==> src/rtl/stage_wb_if.sv <==
`default_nettype none
// +----------------------------------------------------------------------------+
// | stage_wb_if : memory-access -> write-back stage bus                        |
// | Optional macro: PERF_CNT_EN adds the performance counter signals.          |
// | Revision: 1.0 - initial release                                            |
// +----------------------------------------------------------------------------+
interface stage_wb_if;
    logic [31:0] PC_I;
    logic        Done_I;
    logic [31:0] RWD_I;
    logic [4:0]  RAR_I;
    logic [2:0]  Funct3;
    logic        Is_Load;
    logic [1:0]  Addr_Lo;
    logic        RF_wen;
    logic [4:0]  RF_waddr;
    logic [31:0] RF_wdata;
    logic [31:0] PC_O;
    logic        Done_O;
    logic        Feedback_WB_Busy;
`ifdef PERF_CNT_EN
    logic [31:0] Cycle_Cnt;
    logic [31:0] Inst_Cnt;
    logic [31:0] Load_Cnt;

    modport master (
        output PC_I, Done_I, RWD_I, RAR_I, Funct3, Is_Load, Addr_Lo,
        input  RF_wen, RF_waddr, RF_wdata, PC_O, Done_O, Feedback_WB_Busy,
        input  Cycle_Cnt, Inst_Cnt, Load_Cnt
    );
    modport slave (
        input  PC_I, Done_I, RWD_I, RAR_I, Funct3, Is_Load, Addr_Lo,
        output RF_wen, RF_waddr, RF_wdata, PC_O, Done_O, Feedback_WB_Busy,
        output Cycle_Cnt, Inst_Cnt, Load_Cnt
    );
`else
    modport master (
        output PC_I, Done_I, RWD_I, RAR_I, Funct3, Is_Load, Addr_Lo,
        input  RF_wen, RF_waddr, RF_wdata, PC_O, Done_O, Feedback_WB_Busy
    );
    modport slave (
        input  PC_I, Done_I, RWD_I, RAR_I, Funct3, Is_Load, Addr_Lo,
        output RF_wen, RF_waddr, RF_wdata, PC_O, Done_O, Feedback_WB_Busy
    );
`endif
endinterface
`default_nettype wire

==> src/rtl/stage_wb.sv <==
`default_nettype none
// +----------------------------------------------------------------------------+
// | stage_wb : write-back stage, load data extraction and register-file write  |
// | Optional macro: PERF_CNT_EN enables cycle/instruction/load counters.       |
// | Revision: 1.0 - initial release                                            |
// +----------------------------------------------------------------------------+
module stage_wb (
    input  wire        clk,
    input  wire        rst,
    stage_wb_if.slave  bus
);
    typedef enum logic [0:0] {
        s_IDLE = 1'b0,
        s_WB   = 1'b1
    } state_t;

    state_t      r_state;
    state_t      w_state_nxt;
    logic        r_armed;
    logic        r_rf_wen;
    logic [4:0]  r_waddr;
    logic [31:0] r_wdata;
    logic [31:0] r_pc;
    logic        w_done_in;
    logic [7:0]  w_byte;
    logic [15:0] w_half;
    logic [31:0] w_load;
    logic [31:0] w_wdata;

    // The first edge after reset release is not trusted to carry an instruction.
    assign w_done_in = bus.Done_I & r_armed;

    always_ff @(posedge clk or negedge rst) begin
        if (!rst) begin
            r_state <= s_IDLE;
        end else begin
            r_state <= w_state_nxt;
        end
    end

    always_comb begin
        w_state_nxt = s_IDLE;
        case (r_state)
            s_IDLE:  w_state_nxt = w_done_in ? s_WB : s_IDLE;
            s_WB:    w_state_nxt = w_done_in ? s_WB : s_IDLE;
            default: w_state_nxt = s_IDLE;
        endcase
    end

    always_comb begin
        w_byte = bus.RWD_I[7:0];
        case (bus.Addr_Lo)
            2'd0:    w_byte = bus.RWD_I[7:0];
            2'd1:    w_byte = bus.RWD_I[15:8];
            2'd2:    w_byte = bus.RWD_I[23:16];
            default: w_byte = bus.RWD_I[31:24];
        endcase
        // Misaligned halves fall back to the half selected by Addr_Lo[1].
        w_half = bus.Addr_Lo[1] ? bus.RWD_I[31:16] : bus.RWD_I[15:0];
        w_load = bus.RWD_I;
        case (bus.Funct3)
            3'b000:  w_load = {{24{w_byte[7]}}, w_byte};
            3'b001:  w_load = {{16{w_half[15]}}, w_half};
            3'b010:  w_load = bus.RWD_I;
            3'b100:  w_load = {24'd0, w_byte};
            3'b101:  w_load = {16'd0, w_half};
            default: w_load = bus.RWD_I;
        endcase
        w_wdata = bus.Is_Load ? w_load : bus.RWD_I;
    end

    always_ff @(posedge clk or negedge rst) begin
        if (!rst) begin
            r_armed  <= 1'b0;
            r_rf_wen <= 1'b0;
            r_waddr  <= 5'd0;
            r_wdata  <= 32'd0;
            r_pc     <= 32'd0;
        end else begin
            r_armed  <= 1'b1;
            r_rf_wen <= w_done_in && (bus.RAR_I != 5'd0);
            if (w_done_in) begin
                r_waddr <= bus.RAR_I;
                r_wdata <= w_wdata;
                r_pc    <= bus.PC_I;
            end
        end
    end

    assign bus.Done_O           = (r_state == s_WB);
    assign bus.RF_wen           = r_rf_wen;
    assign bus.RF_waddr         = r_waddr;
    assign bus.RF_wdata         = r_wdata;
    assign bus.PC_O             = r_pc;
    assign bus.Feedback_WB_Busy = r_rf_wen;

`ifdef PERF_CNT_EN
    logic [31:0] r_cycle_cnt;
    logic [31:0] r_inst_cnt;
    logic [31:0] r_load_cnt;

    always_ff @(posedge clk or negedge rst) begin
        if (!rst) begin
            r_cycle_cnt <= 32'd0;
            r_inst_cnt  <= 32'd0;
            r_load_cnt  <= 32'd0;
        end else begin
            r_cycle_cnt <= r_cycle_cnt + 32'd1;
            if (w_done_in) begin
                r_inst_cnt <= r_inst_cnt + 32'd1;
            end
            if (w_done_in && bus.Is_Load) begin
                r_load_cnt <= r_load_cnt + 32'd1;
            end
        end
    end

    assign bus.Cycle_Cnt = r_cycle_cnt;
    assign bus.Inst_Cnt  = r_inst_cnt;
    assign bus.Load_Cnt  = r_load_cnt;
`endif
endmodule
`default_nettype wire

==> src/flat_wrapper.sv <==
// flat-port wrapper written by rule: the top's interface ports become plain ports
module stage_wb_flat 
  (clk, rst, bus_PC_I, bus_Done_I, bus_RWD_I, bus_RAR_I, bus_Funct3, bus_Is_Load, bus_Addr_Lo, bus_RF_wen, bus_RF_waddr, bus_RF_wdata, bus_PC_O, bus_Done_O, bus_Feedback_WB_Busy);
  stage_wb_if bus_i ();
  input  wire clk;
  input  wire rst;
  input wire logic [$bits(bus_i.PC_I)-1:0] bus_PC_I;
  input wire logic [$bits(bus_i.Done_I)-1:0] bus_Done_I;
  input wire logic [$bits(bus_i.RWD_I)-1:0] bus_RWD_I;
  input wire logic [$bits(bus_i.RAR_I)-1:0] bus_RAR_I;
  input wire logic [$bits(bus_i.Funct3)-1:0] bus_Funct3;
  input wire logic [$bits(bus_i.Is_Load)-1:0] bus_Is_Load;
  input wire logic [$bits(bus_i.Addr_Lo)-1:0] bus_Addr_Lo;
  output wire logic [$bits(bus_i.RF_wen)-1:0] bus_RF_wen;
  output wire logic [$bits(bus_i.RF_waddr)-1:0] bus_RF_waddr;
  output wire logic [$bits(bus_i.RF_wdata)-1:0] bus_RF_wdata;
  output wire logic [$bits(bus_i.PC_O)-1:0] bus_PC_O;
  output wire logic [$bits(bus_i.Done_O)-1:0] bus_Done_O;
  output wire logic [$bits(bus_i.Feedback_WB_Busy)-1:0] bus_Feedback_WB_Busy;
  assign bus_i.PC_I = bus_PC_I;
  assign bus_i.Done_I = bus_Done_I;
  assign bus_i.RWD_I = bus_RWD_I;
  assign bus_i.RAR_I = bus_RAR_I;
  assign bus_i.Funct3 = bus_Funct3;
  assign bus_i.Is_Load = bus_Is_Load;
  assign bus_i.Addr_Lo = bus_Addr_Lo;
  assign bus_RF_wen = bus_i.RF_wen;
  assign bus_RF_waddr = bus_i.RF_waddr;
  assign bus_RF_wdata = bus_i.RF_wdata;
  assign bus_PC_O = bus_i.PC_O;
  assign bus_Done_O = bus_i.Done_O;
  assign bus_Feedback_WB_Busy = bus_i.Feedback_WB_Busy;
  stage_wb u_core (.clk(clk), .rst(rst), .bus(bus_i));
endmodule
==> config.mk <==
export PLATFORM = sky130hd
export DESIGN_NAME = stage_wb_flat
export DESIGN_NICKNAME = d
export VERILOG_FILES = /design/src/rtl/stage_wb_if.sv /design/src/rtl/stage_wb.sv /design/src/flat_wrapper.sv
export SDC_FILE = /design/constraint.sdc
export NUM_CORES = 1
export LEC_CHECK = 0
export BUFFER_PORTS_ARGS = -buffer_cell sky130_fd_sc_hd__buf_2
export CAP_MARGIN = 40
export CORE_MARGIN = 1
export CORE_UTILIZATION = 45
export CTS_CLUSTER_DIAMETER = 120
export DETAILED_ROUTE_END_ITERATION = 7
export HOLD_SLACK_MARGIN = 0.06
export PLACE_DENSITY = 0.78
export RECOVER_POWER = 25
export SYNTH_ARGS = -nofsm -noshare
export SYNTH_HDL_FRONTEND = slang
export SYNTH_SLANG_ARGS = --single-unit
==> constraint.sdc <==
create_clock -name clk -period 1.6 [get_ports clk]
set_clock_uncertainty 0.05 [all_clocks]
set_input_delay 0.16 -clock clk [delete_from_list [all_inputs] [get_ports clk]]
set_output_delay 0.16 -clock clk [all_outputs]
set_load 0.03 [all_outputs]
==> out/results.ini, run 1 <==
[clocking]
cts.clk_slew.worst_paths_ns=0.08
cts_buffers=9
post-cts-setup-buffers=0
root_buffer=clkbuf_8
cts_buffer_depth=2
cts_tree=built
cts-htree-levels=3
worstSkewPairLatency_ns=0.34
cts.sinks=72

[placed_design]
port_buffers=149
hpwl_um=6970
routabilityCongestion=0.825
pre_cts_ws_ns=0.0360

[global_route]
gr-usage-met2=0.464
grtUsageTotal=0.279
grt-ovfl-total=0
grt_pass1_vias=3505
grt_busiest_layer=met2
grt_pass1_wl_um=16700
antenna_found_initial=0
grt_start_max_net_pins=39
grtUsageMet1=0.346
grt.met3_usage=0.0517

[drt]
detail_route.vias_per_cell=5.31
routed_wl_um=10600
drt_iter0_markers=194
first_pass_iters=5
dr_total_vias=3550
ant_nets=0
route.detailed.wl_per_inst_um=15.9
drc=0

[layout]
fill_cells=555
syn_to_final_growth_pct=47.9
nNetsFinal=643
final_util=0.692
diodes=0
drive_above_1_share=0.363

[synthesis]
synth_area_leaders=dfrtp_1 53%, nand2_1 15%, a221oi_2 4.8%, a21oi_1 3.7%, nor2_1 3.0%
synth_edf_count=0
yosysSeqAreaShare=0.528
post-synth-top-area-cell=dfrtp_1
syn_nets=444
synth_top_area_frac=0.528
avgSynthCellArea_sq_um=9.33
synth_cell_types=37
yosys_most_used_dff=dfrtp_1
synth_common_cells=138 x nand2_1, 72 x dfrtp_1, 27 x nor2_1
syn_area_sq_um=3410
syn-instance-count=366
async_reset_ff_frac=1.00
ys_seq_elements=72
post-synth-top-count-cell=nand2_1
yosys_warnings=0

[power_and_ir_drop]
irDropWorstVdd_v=0.000657
p_per_area_nw_per_um2=1070
leakage_nw=2.60

[critical_path]
path_buf_inv=1
slowest_stage=or3_1
start_kind=register
cp_top_family=simple AND/OR/NAND/NOR gates
path_cells=nand2_2, or3_1, buf_4, a221oi_1
cp.arrival_ns=1.65
end_kind=register
path_class=register to register
critPathMaxStageDelay_ns=0.35
critPathMaxFanout=16
cp.required_ns=1.78

[min_path]
hold_class=input port to register

[timing]
final.setup.tns_ns=0
max_freq_mhz=678
rsz0062_at_grt=false
hold_viol=0
worstMarginPinSlew_ns=0.961
min_period_ns=1.48
finalSetupViolCount=0
slew_violations=0
slew_headroom=0.360
setup_ws_ns=0.124
finalCritPeriodShare=0.922

[floorplan]
coreArea_sq_um=7290
row_count=31
die_h_um=89.1
die_x_um=89.1
pin_count=150
start_util=0.468
die_area_sq_um=7940

[status]
status=completed

[run]
maxCapViolCount=0

per-stage QoR:
| stage | instances | cell area [sq um] | total power [W] | hold slack [ns] |
|---|---|---|---|---|
| after floorplan | 366 | 3410 | 0.00315 | -0.186 |
| after global placement | 601 | 4310 | 0.00367 | 0.114 |
| after detailed placement | 601 | 4310 | 0.00370 | 0.108 |
| after CTS | 669 | 5040 | 0.00541 | 0.0616 |
| after global routing | 669 | 5050 | 0.00567 | 0.0673 |
| final | 669 | 5050 | 0.00540 | 0.0797 |
cells by family after synthesis:
kind of cell,after synthesis,share of synthesized area
AOI/OAI and AO/OA,66,0.150
buffers and inverters,28,0.0407
DFF,72,0.528
muxes,17,0.0528
other,1,0.00110
and+or+nand+nor,182,0.228
sequential cells by signal (all words and copies together), names as in the netlist:
signal and flops:
u_core.bus.PC_O 32, u_core.bus.RF_wdata 32, u_core.bus.RF_waddr 5, u_core.bus.Done_O 1, u_core.bus.Feedback_WB_Busy 1, u_core.r_armed 1
path summary, 6_finish.rpt:
check / startpoint / to / slack, ns / cells past startpoint
max in group asynchronous: rst / u_core.bus.RF_wdata[6] / 0.30 / 3
max reg2reg: u_core.r_armed / u_core.bus.RF_wdata[19] / 0.12 / 4
min in group asynchronous: rst / u_core.r_armed / 0.46 / 2
min reg2reg: u_core.bus.PC_O[19] / u_core.bus.PC_O[19] / 0.42 / 2
min: bus_RWD_I[29] / u_core.bus.RF_wdata[29] / 0.08 / 3
max: u_core.r_armed / u_core.bus.RF_wdata[19] / 0.12 / 4
routing by layer:
layer	routed length [um]	vias up
li1	-	1650
met5	0	-
met1	4360	1684
met3	766	30
met4	347	0
met2	5160	186
where the power goes:
group	internal, W	switching, W	total, W
clock	0.000881	0.000724	0.00161
combinational	0.000556	0.00103	0.00159
sequential	0.00206	0.000141	0.00221
worst min-delay path: stages:
cell and delay (ns):
buf_2 0.13, nand2_1 0.08, a221oi_2 0.06
placed cells by master, fill, tap and decap left out, types with 2 or more instances in the layout:
master and count:
a21oi_1 25, a221oi_1 10, a221oi_2 11, buf_12 4, buf_2 148, buf_4 8, bufinv_16 2, clkbuf_8 9
clkinv_2 2, dfrtp_1 72, dlygate4sd3_1 52, mux2_2 8, mux2i_1 9, nand2_1 136, nand2_2 2, nand3b_1 2
nor2_1 27, nor3_1 2, nor4_2 2, o22ai_1 14
layout make-up:
cell class | instances | area, sq um | share of cell area
well taps | 99 | 124 | 0.0245
repair buffers | 214 | 1420 | 0.281
flip-flops and latches | 72 | 1800 | 0.357
clock buffers | 9 | 124 | 0.0245
multi-input cells | 266 | 1480 | 0.293
clock inverters | 7 | 95.1 | 0.0188
inverters | 2 | 7.51 | 0.00149
timing repair:
action,CTS,global route
setup endpoints to repair,0,2
hold buffers,52,0
endpoints found under the hold margin,89,0
resized for setup,0,2
No activity file was read; power rests on OpenSTA's default activity.
==> run 2, diff against run 1 <==
--- a/config.mk
+++ b/config.mk
@@ -5,7 +5,7 @@
 export SDC_FILE = /design/constraint.sdc
 export NUM_CORES = 1
 export LEC_CHECK = 0
-export BUFFER_PORTS_ARGS = -buffer_cell sky130_fd_sc_hd__buf_2
+export BUFFER_PORTS_ARGS = -buffer_cell sky130_fd_sc_hd__buf_4
 export CAP_MARGIN = 40
 export CORE_MARGIN = 1
 export CORE_UTILIZATION = 45
==> out/results.ini, run 2 (synthesis results as in run 1) <==
[placed_design]
port_buffers=149  ; unchanged
dp_cells=601  ; unchanged
hpwl_um=7360  ; was 6970 um
routabilityCongestion=0.810  ; was 0.825

[floorplan]
start_util=0.468  ; unchanged
row_count=31  ; unchanged
die_x_um=89.1  ; unchanged
die_h_um=89.1  ; unchanged
die_area_sq_um=7940  ; unchanged
coreArea_sq_um=7290  ; unchanged
pin_count=150  ; unchanged

[global_route]
grt_pass1_vias=3699  ; was 3505
antenna_found_initial=0  ; unchanged
grtUsageMet1=0.348  ; was 0.346
grt_start_max_net_pins=37  ; was 39
grt.met3_usage=0.0748  ; was 0.0517
grt-ovfl-total=0  ; unchanged
grt_busiest_layer=met2  ; unchanged
gr-usage-met2=0.497  ; was 0.464
grtUsageTotal=0.294  ; was 0.279
grt_pass1_wl_um=17400  ; was 16700 um

[drt]
drt_iter0_markers=171  ; was 194
ant_nets=0  ; unchanged
drc=0  ; unchanged
dr_total_vias=3588  ; was 3550
route.detailed.wl_per_inst_um=16.8  ; was 15.9 um
routed_wl_um=11300  ; was 10600 um
detail_route.vias_per_cell=5.35  ; was 5.31
first_pass_iters=4  ; was 5

[clocking]
cts.clk_slew.worst_paths_ns=0.08  ; about the same
worstSkewPairLatency_ns=0.34  ; about the same
cts_tree=built  ; unchanged
cts-htree-levels=3  ; unchanged
cts_buffer_depth=2  ; unchanged
cts_buffers=9  ; unchanged
cts.sinks=72  ; unchanged
root_buffer=clkbuf_8  ; unchanged

[critical_path]
start_kind=register  ; unchanged
r2r-start=u_core.r_armed  ; unchanged
end_kind=register  ; unchanged
cp.arrival_ns=1.63  ; was 1.65 ns
cp.required_ns=1.75  ; was 1.78 ns
critPathMaxFanout=22  ; was 16
path_class=register to register  ; unchanged
cp-startpoint=u_core.r_armed  ; unchanged

[layout]
fill_cells=517  ; was 555
nNetsFinal=645  ; was 643
drive_above_1_share=0.360  ; was 0.363
fin_cells=671  ; was 669
final_common_cell=buf_4  ; was buf_2
final_util=0.738  ; was 0.692
final_cell_mix=156 x buf_4, 137 x nand2_1, 72 x dfrtp_1, 54 x dlygate4sd3_1, 27 x nor2_1  ; was 148 x buf_2, 136 x nand2_1, 72 x dfrtp_1, 52 x dlygate4sd3_1, 27 x nor2_1
diodes=0  ; unchanged
syn_to_final_growth_pct=57.6  ; was 47.9%

[power_and_ir_drop]
p_per_area_nw_per_um2=994  ; was 1070 nW/um^2
power_frac_comb=0.334  ; was 0.295
leakage_nw=2.70  ; was 2.60 nW
total_power_w=0.00535  ; was 0.00540 W
irDropWorstVdd_v=0.000595  ; was 0.000657 V
p_sw_frac=0.361  ; was 0.352
p_int_w=0.00342  ; was 0.00350 W
power.switching_w=0.00193  ; was 0.00190 W
p_seq_frac=0.417  ; was 0.408
power_frac_clock=0.248  ; was 0.297

[timing]
min_period_ns=1.48  ; about the same
max_freq_mhz=677  ; was 678 MHz
finalSetupViolCount=0  ; unchanged
hold_viol=0  ; unchanged
final.setup.tns_ns=0  ; unchanged
worstMarginPinSlew_ns=0.691  ; was 0.961 ns
slew_violations=0  ; unchanged
rsz0062_at_grt=false  ; unchanged
slew_headroom=0.536  ; was 0.360
finalCritPeriodShare=0.923  ; was 0.922

[min_path]
hold_class=input port to register  ; unchanged
hold_path.startpoint=bus_RWD_I[10]  ; was bus_RWD_I[29]

[run]
maxCapViolCount=0  ; unchanged

[status]
status=completed  ; unchanged

-- run 2: path summary, 6_finish.rpt --
| path | slack (ns) | to | cells after the start |
|---|---|---|---|
| worst max-delay path | 0.12 | u_core.bus.RF_wdata[5] | 5 |
| worst min-delay path | 0.07 | u_core.bus.RF_wdata[10] | 3 |
| worst max register to register | 0.12 | u_core.bus.RF_wdata[5] | 5 |
| worst min register to register | 0.43 | u_core.bus.PC_O[28] | 2 |
| max in group asynchronous | 0.25 | u_core.bus.PC_O[27] | 3 |
| min in group asynchronous | 0.29 | u_core.bus.RF_wdata[31] | 2 |
-- run 2: area by class of cell --
class                           count  area, sq um  share of cell area
Sequential cell                    72         1800               0.335
Timing Repair Buffer              216         1790               0.332
Multi-Input combinational cell    266         1480               0.274
Clock buffer                       10          138              0.0256
Tap cell                           99          124              0.0230
Clock inverter                      6         45.0             0.00837
Inverter                            2         7.51             0.00140
-- run 2: power by group through the flow --
stage	registers [W]	logic (W)	clock network (W)
floorplan	0.00272	0.000434	0
global placement	0.00224	0.00164	0
detailed placement	0.00225	0.00167	0
CTS	0.00222	0.00178	0.00135
global route	0.00226	0.00191	0.00142
finish	0.00223	0.00179	0.00133
-- run 2: metal layers --
metal / part of all wire / vias to the layer above
met5: 0 / -
met1: 0.39 / 1726
li1: - / 1649
met2: 0.50 / 183
met4: 0.030 / 0
met3: 0.078 / 30
-- run 2: critical path, cell delays in order, from the launching register on --
cell,delay [ns]
dfrtp_1,0.36
nand2_2,0.06
buf_4,0.18
buf_4,0.22
a221oi_1,0.31
o22ai_1,0.16
-- run 2: what timing repair did --
action | CTS | global route
hold buffers | 54 | 0
endpoints found under the hold margin | 126 | 0
setup buffers | 0 | 0
gates resized for setup | 0 | 0
-- run 2: per-stage QoR --
stage / setup slack, ns / hold slack, ns / area, sq um
global route: 0.00102 / 0.0692 / 5380
CTS: 0.139 / 0.0614 / 5400
finish: 0.123 / 0.0694 / 5380
detailed placement: 0.113 / 0.0144 / 4680
global placement: 0.163 / 0.0143 / 4680
floorplan: 0.213 / -0.186 / 3410
==> run 3, diff against run 2 <==
--- a/config.mk
+++ b/config.mk
@@ -12,7 +12,7 @@
 export CTS_CLUSTER_DIAMETER = 120
 export DETAILED_ROUTE_END_ITERATION = 7
 export HOLD_SLACK_MARGIN = 0.06
-export PLACE_DENSITY = 0.78
+export PLACE_DENSITY = 0.76
 export RECOVER_POWER = 25
 export SYNTH_ARGS = -nofsm -noshare
 export SYNTH_HDL_FRONTEND = slang
==> out/results.ini, run 3 (synthesis results as in run 1) <==
[status]
status=completed  ; unchanged

[power_and_ir_drop]
irDropWorstVdd_v=0.000576  ; was 0.000595 V
total_power_w=0.00533  ; was 0.00535 W
leakage_nw=2.67  ; was 2.70 nW
p_per_area_nw_per_um2=1000  ; was 994 nW/um^2

[layout]
diodes=0  ; unchanged
final_cell_mix=154 x buf_4, 137 x nand2_1, 72 x dfrtp_1, 50 x dlygate4sd3_1, 27 x nor2_1  ; was 156 x buf_4, 137 x nand2_1, 72 x dfrtp_1, 54 x dlygate4sd3_1, 27 x nor2_1
drive_above_1_share=0.355  ; was 0.360
final_common_cell=buf_4  ; unchanged
syn_to_final_growth_pct=55.7  ; was 57.6%
nNetsFinal=638  ; was 645
stdcell_area_sq_um=5320  ; was 5380 sq um
fin_cells=662  ; was 671

[min_path]
hold_path.startpoint=bus_RWD_I[10]  ; unchanged
whs_endpoint=u_core.bus.RF_wdata[10]  ; unchanged
hold_class=input port to register  ; unchanged
min_delay_path_depth=3  ; unchanged

[placed_design]
placed_area_sq_um=4650  ; was 4680 sq um
port_buffers=149  ; unchanged
pre_cts_ws_ns=0.109  ; was 0.113 ns
hpwl_um=6870  ; was 7360 um
dp_cells=598  ; was 601
routabilityCongestion=0.825  ; was 0.810

[clocking]
cts_buffers=9  ; unchanged
cts_tree=built  ; unchanged
root_buffer=clkbuf_8  ; unchanged
cts.clk_slew.worst_paths_ns=0.07  ; was 0.08 ns
hold_buffers=50  ; was 54
cts_buffer_depth=2  ; unchanged
worstSkewPairLatency_ns=0.33  ; was 0.34 ns
post-cts-setup-buffers=0  ; unchanged
cts-htree-levels=3  ; unchanged
cts.sinks=72  ; unchanged
ctsResizeCount=0  ; unchanged

[global_route]
grtUsageTotal=0.268  ; was 0.294
antenna_found_initial=0  ; unchanged
grt_start_max_net_pins=73  ; was 37
grt_pass1_wl_um=16000  ; was 17400 um
grt_pass1_vias=3299  ; was 3699
grt-ovfl-total=0  ; unchanged

[timing]
worstMarginPinSlew_ns=0.968  ; was 0.691 ns
final.setup.tns_ns=0  ; unchanged
setup_ws_ns=0.110  ; was 0.123 ns
hold_viol=0  ; unchanged
rsz0062_at_grt=false  ; unchanged
max_freq_mhz=671  ; was 677 MHz
slew_violations=0  ; unchanged
slew_headroom=0.354  ; was 0.536
min_period_ns=1.49  ; was 1.48 ns
finalSetupViolCount=0  ; unchanged
finalCritPeriodShare=0.931  ; was 0.923

[critical_path]
critPathMaxFanout=33  ; was 22
worst-r2r-cell-count=6  ; was 5
path_cells=nand2_2, buf_12, inv_2, buf_4, nor2_1, a221oi_1  ; was nand2_2, buf_4, buf_4, a221oi_1, o22ai_1
reg2reg_to=u_core.bus.RF_wdata[31]  ; was u_core.bus.RF_wdata[5]
start_kind=register  ; unchanged
r2r-start=u_core.r_armed  ; unchanged
cp.required_ns=1.78  ; was 1.75 ns
reg2reg_setup_slack_ns=0.11  ; was 0.12 ns
path_buf_inv=3  ; was 2
path_class=register to register  ; unchanged
cp.arrival_ns=1.67  ; was 1.63 ns
cp_top_family=buffers and inverters  ; was compound AO/OA/AOI/OAI gates
end_kind=register  ; unchanged
slowest_stage=dfrtp_1  ; unchanged
critPathMaxStageDelay_ns=0.34  ; was 0.36 ns

[floorplan]
row_count=31  ; unchanged
pin_count=150  ; unchanged
die_h_um=89.1  ; unchanged
die_area_sq_um=7940  ; unchanged
start_util=0.468  ; unchanged
coreArea_sq_um=7290  ; unchanged
die_x_um=89.1  ; unchanged

[drt]
ant_nets=0  ; unchanged
routed_wl_um=10500  ; was 11300 um
route.detailed.wl_per_inst_um=15.8  ; was 16.8 um
dr_total_vias=3461  ; was 3588
detail_route.vias_per_cell=5.23  ; was 5.35
drc=0  ; unchanged
drt_iter0_markers=168  ; was 171
first_pass_iters=4  ; unchanged

[run]
maxCapViolCount=0  ; unchanged

run 3: cell count changes in the layout (fill, tap and decap cells not counted):
cell / delta
buf_4: -2
clkbuf_4: +1
clkbuf_2: -2
clkinvlp_4: -2
clkinv_4: -2
clkbuf_1: +1
bufinv_16: +1
clkbuf_8: -1
clkinv_2: +1
dlygate4sd3_1: -4
run 3: layer usage:
layer / vias to the layer above / routed length, um / global-route usage
li1: 1631 / - / -
met1: 1628 / 4200 / 0.338
met2: 184 / 5190 / 0.455
met3: 18 / 888 / 0.0554
met4: 0 / 182 / 0.0981
met5: - / 0 / 0
run 3: power by group:
group | switching (W) | internal [W]
sequential | 0.000148 | 0.00207
combinational | 0.00103 | 0.000734
clock | 0.000651 | 0.000699
run 3: worst max path at each step:
stage,from,end,depth (start not counted),slack (ns)
after detailed placement,bus_Funct3[0],u_core.bus.RF_wdata[14],5,0.11
after global placement,bus_Addr_Lo[1],u_core.bus.RF_wdata[3],5,0.13
after floorplan,u_core.r_armed,u_core.bus.RF_wdata[30],5,0.21
after global routing,u_core.r_armed,u_core.bus.RF_wdata[18],6,0.02
final,u_core.r_armed,u_core.bus.RF_wdata[31],6,0.11
after CTS,u_core.r_armed,u_core.bus.RF_wdata[19],6,0.14
run 3: worst min-delay path, stage by stage:
cell	delay (ns)
buf_4	0.09
o22ai_1	0.05
a21oi_1	0.11
run 3: cell type report:
cell class	count	area (sq um)
tap	99	124
fill	531	1980
clock buffer	10	128
multi-input combinational	266	1480
timing repair buffer	209	1730
clock inverter	4	47.5
sequential	72	1800
inverter	2	7.51
run 3: metrics by stage:
step                hold slack (ns)   util
finish                       0.0713  0.729
global route                 0.0612  0.729
CTS                          0.0650  0.731
detailed placement            0.152  0.638
global placement              0.156  0.638
floorplan                    -0.186      -
